**src/rtl/query_mem_pkg.sv**
```systemverilog
// Shared types and constants for the query patch memory port-0 arbiter.
// Holds the patch geometry, the Wishbone address bit positions used for
// decode, the FSM state and owner enums, and a byte-enable mask helper.
package query_mem_pkg;

  localparam int DATA_WIDTH = 11;
  localparam int PATCH_SIZE = 5;
  localparam int PW         = DATA_WIDTH * PATCH_SIZE;  // 55-bit patch
  localparam int ADDR_WIDTH = 9;
  localparam int HI_W       = PW - 32;                  // width of upper half

  // Wishbone byte-address layout: [31:12] region, [11:3] index, [2] half.
  localparam int HALF_BIT = 2;
  localparam int IDX_LSB  = 3;
  localparam int IDX_MSB  = IDX_LSB + ADDR_WIDTH - 1;
  localparam int DEC_LSB  = 12;

  typedef logic [PW-1:0] patch_t;

  typedef enum logic [2:0] {
    ST_IDLE,
    ST_WR_MEM,
    ST_RD_ISSUE,
    ST_RD_WAIT,
    ST_ACK
  } state_t;

  typedef enum logic {
    OWN_DP = 1'b0,
    OWN_WB = 1'b1
  } owner_t;

  // Expand 4 byte enables into a 32-bit bit mask.
  function automatic logic [31:0] byte_mask(input logic [3:0] sel);
    logic [31:0] m;
    for (int b = 0; b < 4; b++) begin
      m[8*b +: 8] = {8{sel[b]}};
    end
    return m;
  endfunction

endpackage

```
**src/rtl/wb_patch_packer.sv**
```systemverilog
// Wishbone word <-> patch packer.
// Holds the low (32-bit) and high (PW-32 bit) shadow registers that build up
// a full patch from two 32-bit Wishbone writes, and unpacks one half of a
// patch read from memory into a 32-bit word.
// Ports:
//   i_clk, i_rst      clock, asynchronous active-high reset
//   i_wr_en           merge i_wdata into the shadow selected by i_wr_half
//   i_wr_half         0 = low shadow, 1 = high shadow
//   i_sel, i_wdata    Wishbone byte enables and write data
//   i_rd_half         half of i_rpatch to return on o_rdata
//   i_rpatch          patch read from memory
//   o_patch           {shadow_hi, shadow_lo}
//   o_rdata           selected half, high half zero-extended
module wb_patch_packer
  import query_mem_pkg::*;
(
  input  logic        i_clk,
  input  logic        i_rst,
  input  logic        i_wr_en,
  input  logic        i_wr_half,
  input  logic [3:0]  i_sel,
  input  logic [31:0] i_wdata,
  input  logic        i_rd_half,
  input  patch_t      i_rpatch,
  output patch_t      o_patch,
  output logic [31:0] o_rdata
);

  logic [31:0]     r_lo;
  logic [HI_W-1:0] r_hi;
  logic [31:0]     w_mask;
  logic [31:0]     w_lo_merged;
  logic [HI_W-1:0] w_hi_merged;

  assign w_mask      = byte_mask(i_sel);
  assign w_lo_merged = (i_wdata & w_mask) | (r_lo & ~w_mask);
  // Write-data bits above the patch width simply have no shadow to land in.
  assign w_hi_merged = (i_wdata[HI_W-1:0] & w_mask[HI_W-1:0]) |
                       (r_hi & ~w_mask[HI_W-1:0]);

  // NOTE: state registers use non-blocking assignments so every flop samples
  // pre-edge values, independent of block evaluation order.
  always_ff @(posedge i_clk or posedge i_rst) begin
    if (i_rst) begin
      r_lo <= '0;
      r_hi <= '0;
    end else if (i_wr_en) begin
      if (i_wr_half) r_hi <= w_hi_merged;
      else           r_lo <= w_lo_merged;
    end
  end

  assign o_patch = {r_hi, r_lo};
  assign o_rdata = i_rd_half ? {{(32-HI_W){1'b0}}, i_rpatch[PW-1:32]}
                             : i_rpatch[31:0];

endmodule

```
**src/rtl/query_mem_wb_arbiter.sv**
```systemverilog
// Arbiter for write/read port 0 of the query patch memory.
// The port is owned either by the internal datapath (combinational
// pass-through of dp_*) or by a Wishbone classic slave that packs 32-bit
// word accesses into full patches. Ownership follows wb_mode but only
// changes while the Wishbone FSM is idle and no datapath read is in flight.
// Ports:
//   wb_clk_i, wb_rst_i      clock, asynchronous active-high reset
//   wb_mode                 1 = Wishbone owns port 0, 0 = datapath
//   wbs_*                   Wishbone classic slave interface
//   dp_req/we/addr/wpatch   datapath request; dp_gnt while datapath owns port
//   dp_rvalid, dp_rpatch    datapath read return, READ_LATENCY after request
//   mem_*0                  memory port 0 (csb/web active-low)
//   wb_conflict_o           pulse: Wishbone hit while the datapath owns port
module query_mem_wb_arbiter
  import query_mem_pkg::*;
#(
  parameter logic [31:0] BASE_ADDR    = 32'h3000_0000,
  parameter int          READ_LATENCY = 1
) (
  input  logic                  wb_clk_i,
  input  logic                  wb_rst_i,
  input  logic                  wb_mode,
  input  logic                  wbs_stb_i,
  input  logic                  wbs_cyc_i,
  input  logic                  wbs_we_i,
  input  logic [3:0]            wbs_sel_i,
  input  logic [31:0]           wbs_dat_i,
  input  logic [31:0]           wbs_adr_i,
  output logic                  wbs_ack_o,
  output logic [31:0]           wbs_dat_o,
  input  logic                  dp_req,
  input  logic                  dp_we,
  input  logic [ADDR_WIDTH-1:0] dp_addr,
  input  patch_t                dp_wpatch,
  output logic                  dp_gnt,
  output logic                  dp_rvalid,
  output patch_t                dp_rpatch,
  output logic                  mem_csb0,
  output logic                  mem_web0,
  output logic [ADDR_WIDTH-1:0] mem_addr0,
  output patch_t                mem_wpatch0,
  input  patch_t                mem_rpatch0,
  output logic                  wb_conflict_o
);

  localparam int LW = (READ_LATENCY > 1) ? $clog2(READ_LATENCY) : 1;

  state_t                  r_state;
  owner_t                  r_owner;
  logic                    r_ack;
  logic                    r_conflict;
  logic [31:0]             r_dat;
  logic                    r_csb;
  logic                    r_web;
  logic [ADDR_WIDTH-1:0]   r_idx;
  logic                    r_half;
  logic [LW-1:0]           r_lat;
  logic                    r_cyc_lost;
  logic [READ_LATENCY-1:0] r_rd_pipe;

  logic                  w_hit;
  logic                  w_half;
  logic [ADDR_WIDTH-1:0] w_idx;
  logic                  w_shadow_we;
  logic                  w_dp_rd;
  logic                  w_rd_inflight;
  logic                  w_ack_ok;
  patch_t                w_patch;
  logic [31:0]           w_rdata;
  logic                  w_unused_adr;

  assign w_hit  = wbs_cyc_i & wbs_stb_i &
                  (wbs_adr_i[31:DEC_LSB] == BASE_ADDR[31:DEC_LSB]);
  assign w_half = wbs_adr_i[HALF_BIT];
  assign w_idx  = wbs_adr_i[IDX_MSB:IDX_LSB];
  assign w_unused_adr = ^wbs_adr_i[1:0];

  // Shadows only move for a write accepted while Wishbone owns the port;
  // conflict writes are dropped.
  assign w_shadow_we = (r_state == ST_IDLE) & w_hit & wbs_we_i & (r_owner == OWN_WB);

  assign w_dp_rd       = (r_owner == OWN_DP) & dp_req & ~dp_we;
  assign w_rd_inflight = |r_rd_pipe;
  // A cycle abandoned by the host still finishes its memory op, unacked.
  assign w_ack_ok      = wbs_cyc_i & ~r_cyc_lost;

  wb_patch_packer u_packer (
    .i_clk     (wb_clk_i),
    .i_rst     (wb_rst_i),
    .i_wr_en   (w_shadow_we),
    .i_wr_half (w_half),
    .i_sel     (wbs_sel_i),
    .i_wdata   (wbs_dat_i),
    .i_rd_half (r_half),
    .i_rpatch  (mem_rpatch0),
    .o_patch   (w_patch),
    .o_rdata   (w_rdata)
  );

  always_ff @(posedge wb_clk_i or posedge wb_rst_i) begin
    if (wb_rst_i) begin
      r_state    <= ST_IDLE;
      r_owner    <= OWN_DP;
      r_ack      <= 1'b0;
      r_conflict <= 1'b0;
      r_dat      <= '0;
      r_csb      <= 1'b1;
      r_web      <= 1'b1;
      r_idx      <= '0;
      r_half     <= 1'b0;
      r_lat      <= '0;
      r_cyc_lost <= 1'b0;
    end else begin
      r_ack      <= 1'b0;
      r_conflict <= 1'b0;
      case (r_state)
        ST_IDLE: begin
          r_dat      <= '0;
          r_cyc_lost <= 1'b0;
          // Owner may only move when no transaction is starting this edge.
          if (!w_hit && !w_rd_inflight) r_owner <= owner_t'(wb_mode);
          if (w_hit) begin
            if (r_owner == OWN_DP) begin
              r_state    <= ST_ACK;
              r_ack      <= 1'b1;
              r_conflict <= 1'b1;
            end else if (wbs_we_i && w_half) begin
              r_state <= ST_WR_MEM;
              r_csb   <= 1'b0;
              r_web   <= 1'b0;
              r_idx   <= w_idx;
            end else if (wbs_we_i) begin
              r_state <= ST_ACK;
              r_ack   <= 1'b1;
            end else begin
              r_state <= ST_RD_ISSUE;
              r_csb   <= 1'b0;
              r_web   <= 1'b1;
              r_idx   <= w_idx;
              r_half  <= w_half;
            end
          end
        end
        ST_WR_MEM: begin
          r_csb   <= 1'b1;
          r_web   <= 1'b1;
          r_state <= ST_ACK;
          r_ack   <= w_ack_ok;
        end
        ST_RD_ISSUE: begin
          r_csb   <= 1'b1;
          r_web   <= 1'b1;
          r_lat   <= LW'(READ_LATENCY - 1);
          r_state <= ST_RD_WAIT;
          if (!wbs_cyc_i) r_cyc_lost <= 1'b1;
        end
        ST_RD_WAIT: begin
          if (r_lat == '0) begin
            r_state <= ST_ACK;
            r_ack   <= w_ack_ok;
            r_dat   <= w_ack_ok ? w_rdata : 32'd0;
          end else begin
            r_lat <= r_lat - 1'b1;
            if (!wbs_cyc_i) r_cyc_lost <= 1'b1;
          end
        end
        ST_ACK: begin
          r_state    <= ST_IDLE;
          r_dat      <= '0;
          r_cyc_lost <= 1'b0;
        end
        default: r_state <= ST_IDLE;
      endcase
    end
  end

  // Datapath read return pipe: one stage per cycle of memory latency.
  always_ff @(posedge wb_clk_i or posedge wb_rst_i) begin
    if (wb_rst_i) begin
      r_rd_pipe <= '0;
    end else begin
      r_rd_pipe[0] <= w_dp_rd;
      for (int i = 1; i < READ_LATENCY; i++) begin
        r_rd_pipe[i] <= r_rd_pipe[i-1];
      end
    end
  end

  // Port 0 mux. Reset forces the idle values even while dp_* are active.
  // NOTE: every output gets a default before any branch so no latch is inferred.
  always_comb begin
    mem_csb0    = 1'b1;
    mem_web0    = 1'b1;
    mem_addr0   = '0;
    mem_wpatch0 = '0;
    if (!wb_rst_i) begin
      if (r_owner == OWN_DP) begin
        mem_csb0    = ~dp_req;
        mem_web0    = ~dp_we;
        mem_addr0   = dp_addr;
        mem_wpatch0 = dp_wpatch;
      end else begin
        mem_csb0    = r_csb;
        mem_web0    = r_web;
        mem_addr0   = r_idx;
        mem_wpatch0 = w_patch;
      end
    end
  end

  assign dp_gnt        = (r_owner == OWN_DP) & ~wb_rst_i;
  assign dp_rvalid     = r_rd_pipe[READ_LATENCY-1];
  assign dp_rpatch     = dp_rvalid ? mem_rpatch0 : '0;
  assign wbs_ack_o     = r_ack;
  assign wbs_dat_o     = r_dat;
  assign wb_conflict_o = r_conflict;

endmodule

```
**config.mk**
```make
export PLATFORM = sky130hd
export DESIGN_NAME = query_mem_wb_arbiter
export DESIGN_NICKNAME = d
export VERILOG_FILES = /design/src/rtl/query_mem_pkg.sv /design/src/rtl/wb_patch_packer.sv /design/src/rtl/query_mem_wb_arbiter.sv
export SDC_FILE = /design/constraint.sdc
export NUM_CORES = 1
export LEC_CHECK = 0
export ABC_AREA = 1
export CAP_MARGIN = 20
export CORE_AREA = 2 2 139 141
export CTS_CLUSTER_DIAMETER = 120
export DETAILED_ROUTE_END_ITERATION = 10
export DIE_AREA = 0 0 141 143
export DONT_BUFFER_PORTS = 1
export SYNTH_ARGS = -nofsm -noshare
export SYNTH_HDL_FRONTEND = slang
export SYNTH_SLANG_ARGS = --single-unit
```
**constraint.sdc**
```tcl
create_clock -name wb_clk_i -period 8.8 [get_ports wb_clk_i]
set_clock_uncertainty 0.2 [all_clocks]
set_input_delay 0.88 -clock wb_clk_i [delete_from_list [all_inputs] [get_ports wb_clk_i]]
set_output_delay 0.88 -clock wb_clk_i [all_outputs]
set_load 0.02 [all_outputs]
```
Word level (Yosys, flattened, before mapping) --
Cells that the tools add are included.
Cells by class: multiplexer cells 45, $add $sub $neg 1, reductions and logical operators 20, eq/ne operators 11, bitwise gates (word level) 25
Operators by type and width (count):
- $mux 55 | 3
- $mux 32 | 3
- $and 32x32->32 | 2
- $pmux 32 s2 | 1
- $and 23x23->23 | 2
- $mux 9 | 4
- $not 32->32 | 1
- $or 32x32->32 | 1
- $mux 1 | 23
- $not 23->23 | 1
- $or 23x23->23 | 1
- $eq 20x18->1 const B | 1
- $mux 3 | 5
- $pmux 3 s4 | 1
- $reduce_and 2->1 | 6
- $and 1x1->1 | 9
- $ne 2x2->1 const B | 4
- $not 1->1 | 8
- $reduce_and 4->1 | 2
- $eq 3x2->1 const B | 2
- $pmux 1 s2 | 3
- $pmux 1 s3 | 2
- $reduce_bool 2->1 | 3
- $reduce_and 5->1 | 1
- other kinds (10) | 13
Word-level totals: bits in registers 108

Longest topological paths before layout --
word-level depth 6, mapped depth 10, gate-level depth less buffers 9

By module --
Synthesis repeated with hierarchy kept, for this count alone.
Unflattened totals: cells, all modules 941, area total of the unflattened synthesis 6362.4 um^2
Modules (own cells, without submodules):
- query_mem_wb_arbiter | area each 3634.7 um^2, sequential area each 1303.8 um^2, times used 1, cells each 599
- wb_patch_packer | area each 2727.6 um^2, sequential area each 1376.3 um^2, times used 1, cells each 342

Least setup slack after synthesis --
Ideal clock, no wire load.
path kind input port to output port, from in wb_rst_i, to out mem_addr0[0], arrival 5287 ps, path buffers 2, slack 2433 ps, cell stages on the path 5, required time 7720 ps, cell sequence inv_1 clkbuf_1 clkbuf_1 o21ai_0 nor2_1
Between the ends: cells in the longest elaborated chain, start to end 1
Ends and longest elaborated chain:
- start: declaration | line query_mem_wb_arbiter.sv:21 | input logic wb_rst_i,
- $mux 9 | line query_mem_wb_arbiter.sv:196 | if (!wb_rst_i) begin
- end: declaration | line query_mem_wb_arbiter.sv:40 | output logic [ADDR_WIDTH-1:0] mem_addr0,
No other way between the ends.

Worst setup path in the final report --
from in wb_rst_i, to out mem_wpatch0[10]
Between the ends: cells in the longest elaborated chain, start to end 1
Ends and longest elaborated chain:
- $mux 55 | line query_mem_wb_arbiter.sv:196
- end: declaration | line query_mem_wb_arbiter.sv:41 | output patch_t mem_wpatch0,
No other way between the ends.

==> metrics <==
I/O Pins=352; Port Buffers=0; Cell Area, Placed=6330 µm²; crit path capture type=output pin; DRT Pass-1 Iters=4; largest fanout on the critical path=95; Syn Inst Count=879; WP data required=7.72 ns; Seq/Total Area, Yosys=42.9%; # Max-Cap Violations=0; Vias=5682; CP max stage delay=0.80 ns; # DRC=0; root buffer cell=clkbuf_16; placed cell count=1058; synthesized cell area=6250 µm²; grt total ovfl=0; Final min period=4.13 ns; Post-Synth Adder-Cell Area=0%; Layout Nets=1030; H-tree depth=3; hpwl dp=13800 µm; final WL=19400 µm; status=complete, no violations; synth unique cells=27; Synth Area in Compound Gates=8.00%; PostCTS Resize Cnt=0; TritonCTS Sinks=107; post-DR vias/cell=5.29; Seq pwr share=48.5%; Final WS setup=4.67 ns; Setup CP Type=primary input to output pin; top post-synthesis cells by area=dfrtp_1 (42%), nand2_1 (13%), nor2_1 (9.7%); Placer Congestion=0.836; largest area contributor in the netlist=dfrtp_1; vias in the first global route=5164; power share of the clock group=38.9%; Sw Share=29.7%; relative slew slack=33.5%; Comb power frac=12.6%; Final Max Tran Viols=0; worst path cell trace=inv_6 > buf_4 > o21ai_0 > nor2_1; core box area=18600 µm²; Worst-Margin Slew=0.997 ns; most frequent cells in the layout=nand2_1 (221), nor2_1 (162), dfrtp_1 (103); simple logic cell fraction of the synthesized area=36.6%; Psw=303 µW; filler instances=1988; CTS Hold Bufs=0; share of layout cells above drive strength 1=5.24%; Tcrit/Tclk final=46.9%; final setup fails=0; Startpoint Class=primary input; post-CTS setup buffer count=0; commonest non-fill, non-tap cell in the layout=nand2_1; internal power=718 µW; design area=6610 µm²; Crit-path slowest cell=buf_4; worst skew pair latency=0.35 ns; Clock Tree Buf Depth=2; first-pass GRT wire length=28600 µm; DR iter-0 viols=207; Syn-to-layout area delta=5.66%; yosys warns=0; CTS Buf Count=9; Arr. time, crit path=3.05 ns; Post-Synth XOR/XNOR Area=0%; initial core utilization=33.7%; worst hold path class=primary input to async pin; leak pwr=0.00375 µW; DIE AREA=20200 µm²; total power=1020 µW; Synthesized Nets=1074; unrepaired setup endpoints after global routing=no; post-route insts no fill=1074; Cell Pwr Density=155 nW/µm²; TritonCTS clock tree=yes; Cell Rows=50; mux cell area share after synthesis=3.68%; Avg Cell Area, Syn=7.11 µm²; TNS Setup=0 ns; Fin. Hold Viols=0; WL/cell=18.0 µm; Die Span Y=143 µm; largest family of logic cells by synthesized area=simple AND/OR/NAND/NOR gates; IR drop worst, VDD=0.0000849 V; fmax=242 MHz; #FFs+latches synth=107; DP Worst Slack=4.59 ns; Die Wd=141 µm; top cell type's share of synthesized area=42.0%; largest net degree at the start of global routing=96; antenna violations before repair=1; total track usage=18.4%; Worst-path clk slew=0.07 ns; number of routed nets with antenna violations=0
[layer usage]
metal / global-route usage (%) / part of all wire (%) / up-vias
met5: 0 / 0 / -
met4: 8.89 / 3.5 / 0
met3: 2.85 / 5.4 / 32
met2: 33.6 / 51 / 256
met1: 21.1 / 40 / 2649
li1: - / - / 2745
[Yosys cell counts, drive strengths merged]
cell type	instances
nand3b	1
mux2i	23
nand4	68
a21oi	5
clkbuf	40
buf	20
clkinv	2
o21ai	93
dfrtp	105
inv	75
nand3	54
dfstp	2
nand2	223
o211a	1
nor2	167
[cell families after synthesis]
logic type | after synthesis
compound gates | 99
buf+inv | 137
flops | 107
mux | 23
simple gates | 513
[metrics by stage]
step                      hold slack [ns]  util [%]
after floorplan                     0.243         -
after global placement              0.256      34.1
after detailed placement            0.259      34.1
after CTS                           0.278      35.5
after global routing                0.293      35.6
final                               0.276      35.6
[power groups by stage]
stage | Sequential (µW) | Combinational, µW | Clock, µW
3_3_place_gp | 505 | 131 | 0
3_5_place_dp | 505 | 131 | 0
2_1_floorplan | 502 | 117 | 0
5_1_grt | 496 | 143 | 431
6_report | 496 | 128 | 397
4_1_cts | 495 | 131 | 413
[final cells by class]
type | instances | area, µm² | share of cell area, %
Multi-Input combinational cell | 635 | 3020 | 45.7
Timing Repair Buffer | 5 | 37.5 | 0.568
Tap cell | 234 | 293 | 4.43
Sequential cell | 107 | 2680 | 40.6
Clock buffer | 11 | 243 | 3.67
Clock inverter | 4 | 35.0 | 0.530
Inverter | 77 | 295 | 4.47
Antenna cell | 1 | 2.50 | 0.0379
[worst paths after layout]
kind                            from               to  slack [ns]  cells past startpoint
min                         wb_rst_i        async pin        0.28                      1
min reg2reg                flip-flop        flip-flop        0.28                      2
max reg2reg                  r_owner         r_idx[5]        5.90                      7
max                         wb_rst_i  mem_wpatch0[10]        4.67                      4
min in group wb_clk_i      flip-flop        flip-flop        0.28                      2
max in group asynchronous   wb_rst_i        async pin        6.73                      2
[worst max-delay path: cells and delay by family]
family                 cells  cell delay [ns]
AND/OR/NAND/NOR            1             0.41
AO/OA/AOI/OAI              1             0.41
buffers and inverters      2             1.24
Power figures use the tool's default switching activity.
